--- src/rtl/mesh_traffic_source_pkg.sv ---
// Shared definitions for the mesh edge traffic source: packet layout,
// run-control states, terminal coordinates and the pseudo-random generator.
package mesh_traffic_source_pkg;

  localparam int NXT_JUMP_W = 8;
  localparam int ROW_W      = 4;
  localparam int COL_W      = 4;
  localparam int MODE_W     = 1;
  localparam int HDR_W      = NXT_JUMP_W + ROW_W + COL_W + MODE_W;

  localparam logic [31:0] LFSR_RESET = 32'h0000_ACE1;
  // Feedback terms x^22 + x^2 + x + 1 of the left-shifting Galois form
  localparam logic [31:0] LFSR_MASK  = 32'h0040_0007;

  typedef enum logic [1:0] {
    IDLE = 2'd0,
    RUN  = 2'd1,
    DONE = 2'd2
  } state_e;

  // Field positions counted from bit 0 of a packet of the given width
  function automatic int payload_w(input int pckg_sz);
    return pckg_sz - HDR_W;
  endfunction

  function automatic int mode_pos(input int pckg_sz);
    return pckg_sz - HDR_W;
  endfunction

  function automatic int col_pos(input int pckg_sz);
    return mode_pos(pckg_sz) + MODE_W;
  endfunction

  function automatic int row_pos(input int pckg_sz);
    return col_pos(pckg_sz) + COL_W;
  endfunction

  function automatic int nxt_jump_pos(input int pckg_sz);
    return row_pos(pckg_sz) + ROW_W;
  endfunction

  function automatic logic [31:0] lfsr_next(input logic [31:0] v);
    return {v[30:0], 1'b0} ^ (v[31] ? LFSR_MASK : 32'h0000_0000);
  endfunction

  // Returns {row, col} of edge terminal t: top, left, bottom, then right edge
  function automatic logic [7:0] term_rowcol(input int t, input int rows, input int cols);
    int r;
    int c;
    if (t < cols) begin
      r = 0;
      c = t + 1;
    end else if (t < cols + rows) begin
      r = t - cols + 1;
      c = 0;
    end else if (t < 2 * cols + rows) begin
      r = rows + 1;
      c = t - cols - rows + 1;
    end else begin
      r = t - 2 * cols - rows + 1;
      c = cols + 1;
    end
    return {r[3:0], c[3:0]};
  endfunction

endpackage

--- src/rtl/mesh_traffic_source_terminal_fifo.sv ---
// Show-ahead FIFO for one edge terminal; a full FIFO refuses a push even
// when it is popped in the same cycle.
module terminal_fifo #(
  parameter int DEPTH = 4,
  parameter int W     = 40
) (
  input  logic         clk,
  input  logic         reset,
  input  logic         push,
  input  logic [W-1:0] push_data,
  input  logic         pop,
  output logic         pndng,
  output logic         full,
  output logic [W-1:0] data_out
);

  localparam int PTR_W = (DEPTH > 1) ? $clog2(DEPTH) : 1;
  localparam int CNT_W = $clog2(DEPTH + 1);
  localparam logic [CNT_W-1:0] CNT_MAX  = CNT_W'(DEPTH);
  localparam logic [PTR_W-1:0] PTR_LAST = PTR_W'(DEPTH - 1);

  logic [W-1:0]     mem_r [DEPTH];
  logic [PTR_W-1:0] wr_ptr_r;
  logic [PTR_W-1:0] rd_ptr_r;
  logic [CNT_W-1:0] count_r;
  logic             do_push_s;
  logic             do_pop_s;

  assign full      = (count_r == CNT_MAX);
  assign pndng     = (count_r != {CNT_W{1'b0}});
  assign do_push_s = push & ~full;
  assign do_pop_s  = pop & pndng;
  assign data_out  = mem_r[rd_ptr_r];

  // Storage, wrapping pointers and occupancy count
  always_ff @(posedge clk or negedge reset) begin
    if (!reset) begin
      wr_ptr_r <= {PTR_W{1'b0}};
      rd_ptr_r <= {PTR_W{1'b0}};
      count_r  <= {CNT_W{1'b0}};
      for (int i = 0; i < DEPTH; i++) begin
        mem_r[i] <= {W{1'b0}};
      end
    end else begin
      if (do_push_s) begin
        mem_r[wr_ptr_r] <= push_data;
        wr_ptr_r <= (wr_ptr_r == PTR_LAST) ? {PTR_W{1'b0}} : wr_ptr_r + PTR_W'(1);
      end
      if (do_pop_s) begin
        rd_ptr_r <= (rd_ptr_r == PTR_LAST) ? {PTR_W{1'b0}} : rd_ptr_r + PTR_W'(1);
      end
      case ({do_push_s, do_pop_s})
        2'b10:   count_r <= count_r + CNT_W'(1);
        2'b01:   count_r <= count_r - CNT_W'(1);
        default: count_r <= count_r;
      endcase
    end
  end

endmodule

--- src/rtl/mesh_traffic_source.sv ---
// Pseudo-random packet source feeding one FIFO per mesh edge terminal;
// a run enqueues num_pkts packets, stalling whenever the chosen FIFO is full.
module mesh_traffic_source
  import mesh_traffic_source_pkg::*;
#(
  parameter  int ROWS       = 4,
  parameter  int COLUMS     = 4,
  parameter  int PCKG_SZ    = 40,
  parameter  int FIFO_DEPTH = 4,
  localparam int N          = 2 * ROWS + 2 * COLUMS
) (
  input  logic                 clk,
  input  logic                 reset,
  input  logic                 start,
  input  logic [15:0]          num_pkts,
  input  logic [31:0]          seed,
  input  logic [N-1:0]         popin,
  output logic [N-1:0]         pndng_i_in,
  output logic [N*PCKG_SZ-1:0] data_out_i_in,
  output logic                 busy,
  output logic                 done,
  output logic [15:0]          sent_count
);

  localparam int PW = payload_w(PCKG_SZ);
  localparam int TW = (N > 1) ? $clog2(N) : 1;
  localparam logic [7:0]    N8     = 8'(N);
  localparam logic [TW-1:0] T_LAST = TW'(N - 1);

  state_e              state_r;
  state_e              state_nxt_s;
  logic [31:0]         lfsr_r;
  logic [31:0]         seed_s;
  logic [15:0]         num_r;
  logic [15:0]         sent_r;
  logic [TW-1:0]       src_s;
  logic [TW-1:0]       dst_raw_s;
  logic [TW-1:0]       dst_s;
  logic [7:0]          rowcol_s;
  logic [PW-1:0]       payload_s;
  logic [PCKG_SZ-1:0]  pkt_s;
  logic                push_s;
  logic                accept_start_s;
  logic [N-1:0]        fifo_full_s;
  logic [N-1:0]        push_vec_s;

  assign seed_s         = (seed == 32'h0000_0000) ? LFSR_RESET : seed;
  assign accept_start_s = start && (state_r != RUN);

  // Candidate packet drawn from the current generator value
  assign src_s     = TW'(lfsr_r[7:0] % N8);
  assign dst_raw_s = TW'(lfsr_r[15:8] % N8);
  assign dst_s     = (dst_raw_s != src_s) ? dst_raw_s :
                     ((src_s == T_LAST) ? {TW{1'b0}} : src_s + TW'(1));
  assign rowcol_s  = term_rowcol(int'(dst_s), ROWS, COLUMS);
  assign payload_s = PW'({lfsr_r[31:17], lfsr_r[15:0]});
  assign pkt_s     = {8'h00, rowcol_s, lfsr_r[16], payload_s};

  assign push_s = (state_r == RUN) && (sent_r != num_r) && !fifo_full_s[src_s];

  assign busy       = (state_r == RUN);
  assign done       = (state_r == DONE);
  assign sent_count = sent_r;

  // Run-control next state
  always_comb begin
    state_nxt_s = state_r;
    case (state_r)
      IDLE, DONE: begin
        if (start) begin
          state_nxt_s = (num_pkts == 16'd0) ? DONE : RUN;
        end else begin
          state_nxt_s = state_r;
        end
      end
      RUN: begin
        if (sent_r == num_r) begin
          state_nxt_s = DONE;
        end else if (push_s && ((sent_r + 16'd1) == num_r)) begin
          state_nxt_s = DONE;
        end else begin
          state_nxt_s = RUN;
        end
      end
      default: state_nxt_s = IDLE;
    endcase
  end

  // One-hot push strobe towards the selected terminal
  always_comb begin
    push_vec_s = {N{1'b0}};
    if (push_s) begin
      push_vec_s[src_s] = 1'b1;
    end else begin
      push_vec_s = {N{1'b0}};
    end
  end

  // Run-control state register
  always_ff @(posedge clk or negedge reset) begin
    if (!reset) begin
      state_r <= IDLE;
    end else begin
      state_r <= state_nxt_s;
    end
  end

  // Generator, run length and packet counter; a stalled candidate holds the generator
  always_ff @(posedge clk or negedge reset) begin
    if (!reset) begin
      lfsr_r <= LFSR_RESET;
      num_r  <= 16'd0;
      sent_r <= 16'd0;
    end else if (accept_start_s) begin
      lfsr_r <= seed_s;
      num_r  <= num_pkts;
      sent_r <= 16'd0;
    end else if (push_s) begin
      lfsr_r <= lfsr_next(lfsr_r);
      sent_r <= sent_r + 16'd1;
    end else begin
      lfsr_r <= lfsr_r;
    end
  end

  for (genvar t = 0; t < N; t++) begin : g_term
    terminal_fifo #(
      .DEPTH (FIFO_DEPTH),
      .W     (PCKG_SZ)
    ) u_fifo (
      .clk       (clk),
      .reset     (reset),
      .push      (push_vec_s[t]),
      .push_data (pkt_s),
      .pop       (popin[t]),
      .pndng     (pndng_i_in[t]),
      .full      (fifo_full_s[t]),
      .data_out  (data_out_i_in[t*PCKG_SZ +: PCKG_SZ])
    );
  end

endmodule

--- config.mk ---
export PLATFORM = sky130hd
export DESIGN_NAME = mesh_traffic_source
export DESIGN_NICKNAME = d
export VERILOG_FILES = /design/src/rtl/mesh_traffic_source_pkg.sv /design/src/rtl/mesh_traffic_source_terminal_fifo.sv /design/src/rtl/mesh_traffic_source.sv
export SDC_FILE = /design/constraint.sdc
export NUM_CORES = 2
export LEC_CHECK = 0
export ABC_AREA = 1
export CORE_MARGIN = 10
export CORE_UTILIZATION = 55
export CTS_CLUSTER_SIZE = 12
export DETAILED_ROUTE_END_ITERATION = 8
export PLACE_DENSITY_LB_ADDON = 0.1
export SYNTH_ARGS = -nofsm -noshare
export SYNTH_HDL_FRONTEND = slang
export SYNTH_SLANG_ARGS = --single-unit
--- constraint.sdc ---
create_clock -name clk -period 4.8 [get_ports clk]
set_input_delay 1.2 -clock clk [delete_from_list [all_inputs] [get_ports clk]]
set_output_delay 1.2 -clock clk [all_outputs]
set_load 0.005 [all_outputs]
== After elaboration in Yosys (flattened, before gate mapping) ==
Cells that the tools add are included.
Word-level totals
  output and inout port bits: 674
  logic and storage cells: 640
  bits of input ports: 67
  register bits after elaboration: 2738
Cells by class
  bitwise operators: 81
  muxes and demuxes: 168
  $add $sub $neg: 74
  equal/unequal tests: 89
  reduce and logical (&&, ||, !) cells: 59
  $lt $le $gt $ge: 53
Operators with widths (number)
  160-bit bitwise mux: 16
  40-bit two-way mux: 48
  40-bit binary-select mux with 2-bit select: 16
  40-bit demux with 2-bit select: 16
  2-bit == test, second input constant: 49
  3-bit >= comparator, second input constant: 32
  32-bit two-way mux: 3
  2-bit inverter with 3-bit output: 32
  3-bit one-hot mux with 2 select lines: 16
  2-bit two-way mux: 36
  2-bit by 1-bit adder with 2-bit output, second input constant: 32
  3-bit by 1-bit adder with 3-bit output, second input constant: 16
  3-bit == test, second input constant: 16
  3-bit by 1-bit < comparator with 1-bit output, second input constant: 16
  16-bit two-way mux: 3
  3-bit nonzero test: 16
  3-bit by 1-bit subtractor with 3-bit output, second input constant: 16
  2-bit by 1-bit == test with 1-bit output, second input constant: 17
  2-bit nonzero test: 17
  1-bit AND: 32
  16-bit == test: 2
  32-bit zero test: 1
  4-bit two-way mux: 8
  32-bit by 23-bit bitwise XOR with 32-bit output: 1
  other kinds (25): 67

== Logic depth before layout (Yosys ltp) ==
  word-level depth: 10
  gate-level depth with buffers: 18
  mapped depth without buffers: 17

== By module ==
A second synthesis with hierarchy kept.
Second synthesis, totals
  cell total of the unflattened synthesis: 17856
  area, all modules: 139322.4 um^2
Modules (own cells, without submodules)
  terminal_fifo at g_term[0].u_fifo ...: area each 8424.3 um^2, instances 15, cells an instance 1073
  terminal_fifo at g_term[9].u_fifo: area each 8444.3 um^2, instances 1, cells an instance 1073
  mesh_traffic_source: area each 4513.1 um^2, instances 1, cells an instance 688

== Worst setup path after synthesis ==
No wires, ideal clock.
  path type: reg-to-reg
  start point: reg lfsr_r[1]
  end point: reg g_term[5].u_fifo.count_r[1]
  setup slack: 1.712 ns
  clock period less this slack: 3.088 ns
  setup time: 0.083 ns
  stages on the path, launching flop included: 13
  data required time: 4.717 ns
  buffers on the path: 3
  data arrival time: 3.005 ns
  cells stage by stage: dfrtp_1 -> buf_2 -> inv_2 -> clkbuf_1 -> clkbuf_1 -> ha_1 -> inv_1 -> nor3_2 -> nand2_4 -> ha_1 -> inv_1 -> fa_1 -> o21ai_0
On the way
  longest elaborated chain between the ends: 8
RTL lines
  from (decl): RTL line mesh_traffic_source.sv:32  | logic [31:0] lfsr_r;
  from (signal assigned): RTL line mesh_traffic_source.sv:115  | lfsr_r <= seed_s;
  from (signal assigned): RTL line mesh_traffic_source.sv:119  | lfsr_r <= lfsr_next(lfsr_r);
  from (signal assigned): RTL line mesh_traffic_source.sv:122  | lfsr_r <= lfsr_r;
  4-bit by 5-bit < comparator with 1-bit output (implied by the code), or another cell as far along: RTL line mesh_traffic_source.sv:93  | push_vec_s[src_s] = 1'b1;
  1-bit logical AND (implied by the code) or 1-bit two-way mux (tied branches): RTL line mesh_traffic_source.sv:93, mesh_traffic_source.sv:59
  1-bit two-way mux (implied by the code) or 1-bit zero test (tied branches): RTL line mesh_traffic_source.sv:93, mesh_traffic_source.sv:59
  1-bit demux with 4-bit select or 1-bit logical AND (tied branches): RTL line mesh_traffic_source.sv:93, mesh_traffic_source.sv:59
  16-bit two-way mux (*): RTL line mesh_traffic_source.sv:92  | if (push_s) begin
  1-bit AND (*): RTL line mesh_traffic_source_terminal_fifo.sv:31  | assign do_push_s = push & ~full;
  2-bit by 1-bit == test with 1-bit output or 2-bit == test (tied branches): RTL line mesh_traffic_source_terminal_fifo.sv:52  | case ({do_push_s, do_pop_s})
  3-bit one-hot mux with 2 select lines or 2-bit nonzero test (tied branches)
  to (signal assigned): RTL line mesh_traffic_source_terminal_fifo.sv:53  | 2'b10: count_r <= count_r + CNT_W'(1);
  to (signal assigned): RTL line mesh_traffic_source_terminal_fifo.sv:54  | 2'b01: count_r <= count_r - CNT_W'(1);
  to (signal assigned): RTL line mesh_traffic_source_terminal_fifo.sv:55  | default: count_r <= count_r;
  to (decl): RTL line mesh_traffic_source_terminal_fifo.sv:25  | logic [CNT_W-1:0] count_r;
Every way passes the cells marked *; elsewhere a longest branch is shown, timed or not. The select of a mux whose other input is x is not followed.
A chain may end at the register's enable or synchronous reset.

== Worst setup path after layout ==
  start point: reg g_term[3].u_fifo.rd_ptr_r[0]
  end point: out data_out_i_in[150]
On the way
  longest elaborated chain between the ends: 4
RTL lines
  from (decl): RTL line mesh_traffic_source_terminal_fifo.sv:24  | logic [PTR_W-1:0] rd_ptr_r;
  from (signal assigned): RTL line mesh_traffic_source_terminal_fifo.sv:39  | rd_ptr_r <= {PTR_W{1'b0}};
  from (signal assigned): RTL line mesh_traffic_source_terminal_fifo.sv:50  | rd_ptr_r <= (rd_ptr_r == PTR_LAST) ? {PTR_W{1'b0}} : rd_ptr_r + PTR_W'(1);
  2-bit inverter with 3-bit output (implied by the code): RTL line mesh_traffic_source_terminal_fifo.sv:33  | assign data_out = mem_r[rd_ptr_r];
  40-bit binary-select mux with 2-bit select: RTL line mesh_traffic_source_terminal_fifo.sv:33
  40-bit two-way mux (implied by the code) (2 in a row): RTL line mesh_traffic_source_terminal_fifo.sv:33
  to (decl): RTL line mesh_traffic_source.sv:19  | output logic [N*PCKG_SZ-1:0] data_out_i_in,
No other way between the ends. The select of a mux whose other input is x is not followed.

==> metrics <==
largest net degree at the start of global routing=155; fin. max-slew vios=0; R2R cell count=14; vias in the first global route=82070; Die Y=448.5 µm; first-pass detailed-route iteration total=6; I/O pin count=741; Via density=5.677; Yosys Warn Count=0; Arr. time, crit path=3.48 ns; flops & latches, synth=2226; crit-path max cell delay=0.76 ns; Synth Cell Area=0.1010 mm²; number of port buffers=612; GRT met2 Usage=50.06%; drt drc=0; H-Tree Depth=4; area grow syn2layout=14.39%; most frequent cells in the layout=nand2_1, dfrtp_1, o21ai_0; share of cells above drive strength 1=6.693%; CP delay by family, top=buffers and inverters; RR Endpoint=g_term[10].u_fifo.mem_r[10]$_DFFE_PN0P_; Final Skew=0.03409 ns; gp weighted congestion=0.8712; Core ar.=0.1829 mm²; VDD IR-drop max=0.001176 V; pwr/cell area=723.3 mW/mm²; CTS max path bufs=3; Final Power=83.56 mW; crit-path max FO=35; slew margin rel.=11.81%; Hold Vio Cnt, Final=0; Nets=12590; 1st-iter DRT viols=8728; Post-synth ARST share=100.0%; die width=448.5 µm; Yosys cell types=48; Hold Buf Count CTS=0; actual slew at the worst max-slew pin=1.318 ns; Worst Setup Slack, final=0.1173 ns; worst endpoint required time=3.60 ns; CP cell instances=buf_4, o21ai_0, o22ai_1, clkdlybuf4s50_1; post-place setup slack=0.6370 ns; CP Launch Type=flop; fmax=213.6 MHz; total of max-cap violations=0; number of clock sinks=2226; drt total wl=326.8 mm; register area share after synthesis=55.17%; placed cell area=0.1080 mm²; latest clock arrival within the worst-skew pair=0.89 ns; Initial Util=55.22%; TNS Setup=0 ns; CP bufs+invs=2; Reg clk slew, reported paths=0.06 ns; antenna viol nets, final=0; DR vias=85450; GR peak layer=met2; Post-synth EDFFs=0; post-layout min period=4.683 ns; first-pass GRT wire length=499.1 mm; CTS buffer count=229; antenna violations before repair=9; placed cells=14640; part of the cycle the worst path needs=97.56%; RSZ-0062 raised after global routing=no; Non-Filler Instances=15050; Tot GR Track Use=31.85%; Die ar.=0.2011 mm²; design area=0.1155 mm²; wire per inst=21.71 µm; Hold Crit Class=primary input to async pin; commonest non-fill, non-tap cell in the layout=nand2_1; CTS tree=yes; post-synthesis instance total=12250; setup violators final=0; main flop type after synthesis=dfrtp_1; Setup crit end kind=output pin; grt met1 use=42.30%; status=finished clean; Avg Cell Area, Syn=8.247 µm²; CTS root buffer=clkbuf_16; Filler Cells Inserted=15600; total global routing overflow=0; R2R Setup Slk=0.56 ns; Leak=58.14 nW; WS Path Type=flop to output pin; Worst path slowest cell=dfrtp_2; met3 Use GR=5.108%; final HPWL from detailed placement=202.8 mm; worst r2r src=lfsr_r[0]$_DFFE_PN1P_; Row Count=157
[where the power goes]
group	switching (mW)	internal (mW)	total, mW
registers	3.71	24.0	27.8
logic	24.4	13.5	38.0
clock network	7.52	10.3	17.9
[worst reg2reg max path, delay by kind of cell (launching register included)]
kind	cells	cell delay [ns]
compound gates	1	0.11
buf+inv	4	1.59
simple gates	9	1.98
flops	1	0.38
[layout make-up]
cell class / count / area, µm² / area share (%)
well taps: 2464 / 3083 / 2.669
diodes: 8 / 20.02 / 0.01733
clock buffers: 359 / 6907 / 5.979
flip-flops and latches: 2226 / 55770 / 48.28
repair buffers: 826 / 8175 / 7.077
multi-input cells: 8759 / 39580 / 34.27
clock inverters: 48 / 583.1 / 0.5047
inverters: 363 / 1396 / 1.209
[logic make-up (layout without fill, tap and decap cells)]
kind of cell / count (synthesis) / after routing / share of synthesized area, %
AOI/OAI and AO/OA: 2571 / 2571 / 13.42
xor gates and xnor gates: 60 / 60 / 0.5204
adders and majority gates: 120 / 120 / 1.606
buffers and inverters: 1387 / 1596 / 6.168
DFF: 2226 / 2226 / 55.17
other: 1 / 136 / 0.003713
and+or+nand+nor: 5880 / 5880 / 23.11
[registers in the layout (all words and copies together) (netlist names)]
register                cells
state_r                     2
sent_count                 16
g_term.u_fifo.wr_ptr_r     32
g_term.u_fifo.count_r      48
num_r                      16
g_term.u_fifo.rd_ptr_r     32
lfsr_r                     32
g_term.u_fifo.mem_r      2048
[metal layers]
metal,share of wire [%],vias to the layer above
met3,7.5,638
li1,-,39380
met1,40,41990
met4,6.1,4
met2,46,3446
met5,0.0080,-
[synth_stat cells, types with 4 or more instances]
master / number / area [µm²]
buf_4: 203 / 1524
nor3_1: 7 / 35.03
buf_2: 139 / 695.7
xor2_1: 36 / 315.3
fa_1: 16 / 320.3
nor3_2: 4 / 40.04
nand2_1: 4481 / 16820
o22ai_1: 522 / 3266
nand3_4: 31 / 543.0
buf_1: 5 / 18.77
nand3_1: 78 / 390.4
a21oi_1: 55 / 275.3
or2_2: 65 / 406.6
nand2_4: 25 / 281.5
inv_1: 285 / 1070
nand2_2: 8 / 50.05
dfstp_2: 8 / 210.2
clkinv_1: 4 / 15.01
clkbuf_1: 670 / 2515
nor2_8: 11 / 220.2
and3_1: 6 / 37.54
o21ai_2: 5 / 43.79
clkinv_2: 4 / 20.02
nor4_1: 5 / 31.28
inv_2: 69 / 259.0
xnor2_1: 24 / 210.2
nor2_2: 8 / 50.05
o21ai_1: 362 / 1812
dfrtp_1: 2218 / 55500
o21ai_0: 1623 / 8123
buf_12: 4 / 80.08
ha_1: 104 / 1301
nand4_1: 8 / 50.05
nor2_1: 1118 / 4197
and2_0: 16 / 100.1
[worst max path at each step]
stage	startpoint	endpoint	slack, ns	depth (start not counted)
2_1_floorplan	lfsr_r[1]$_DFFE_PN0P_	g_term[5].u_fifo.count_r[1]$_DFFE_PN0P_	1.71	12
3_3_place_gp	lfsr_r[0]$_DFFE_PN1P_	g_term[9].u_fifo.mem_r[14]$_DFFE_PN0P_	0.72	14
3_5_place_dp	lfsr_r[0]$_DFFE_PN1P_	g_term[10].u_fifo.mem_r[10]$_DFFE_PN0P_	0.64	14
4_1_cts	g_term[3].u_fifo.rd_ptr_r[0]$_DFFE_PN0P_	data_out_i_in[148]	0.13	4
5_1_grt	g_term[0].u_fifo.rd_ptr_r[0]$_DFFE_PN0P_	data_out_i_in[28]	0.06	5
6_report	g_term[3].u_fifo.rd_ptr_r[0]$_DFFE_PN0P_	data_out_i_in[150]	0.12	4
[what timing repair did]
item                                    4_1_cts  5_1_grt
endpoints found under the setup margin        2        0
buffers inserted                              0        0
gates resized for setup                       1        0
[metrics by stage]
| step | util (%) | hold slack, ns |
|---|---|---|
| 2_1_floorplan | - | 0.4309 |
| 3_3_place_gp | 59.06 | 0.4431 |
| 3_5_place_dp | 59.06 | 0.4476 |
| 4_1_cts | 63.15 | 0.1985 |
| 5_1_grt | 63.16 | 0.1911 |
| 6_report | 63.17 | 0.1767 |
Note: power is estimated with default switching activity, not from simulation.
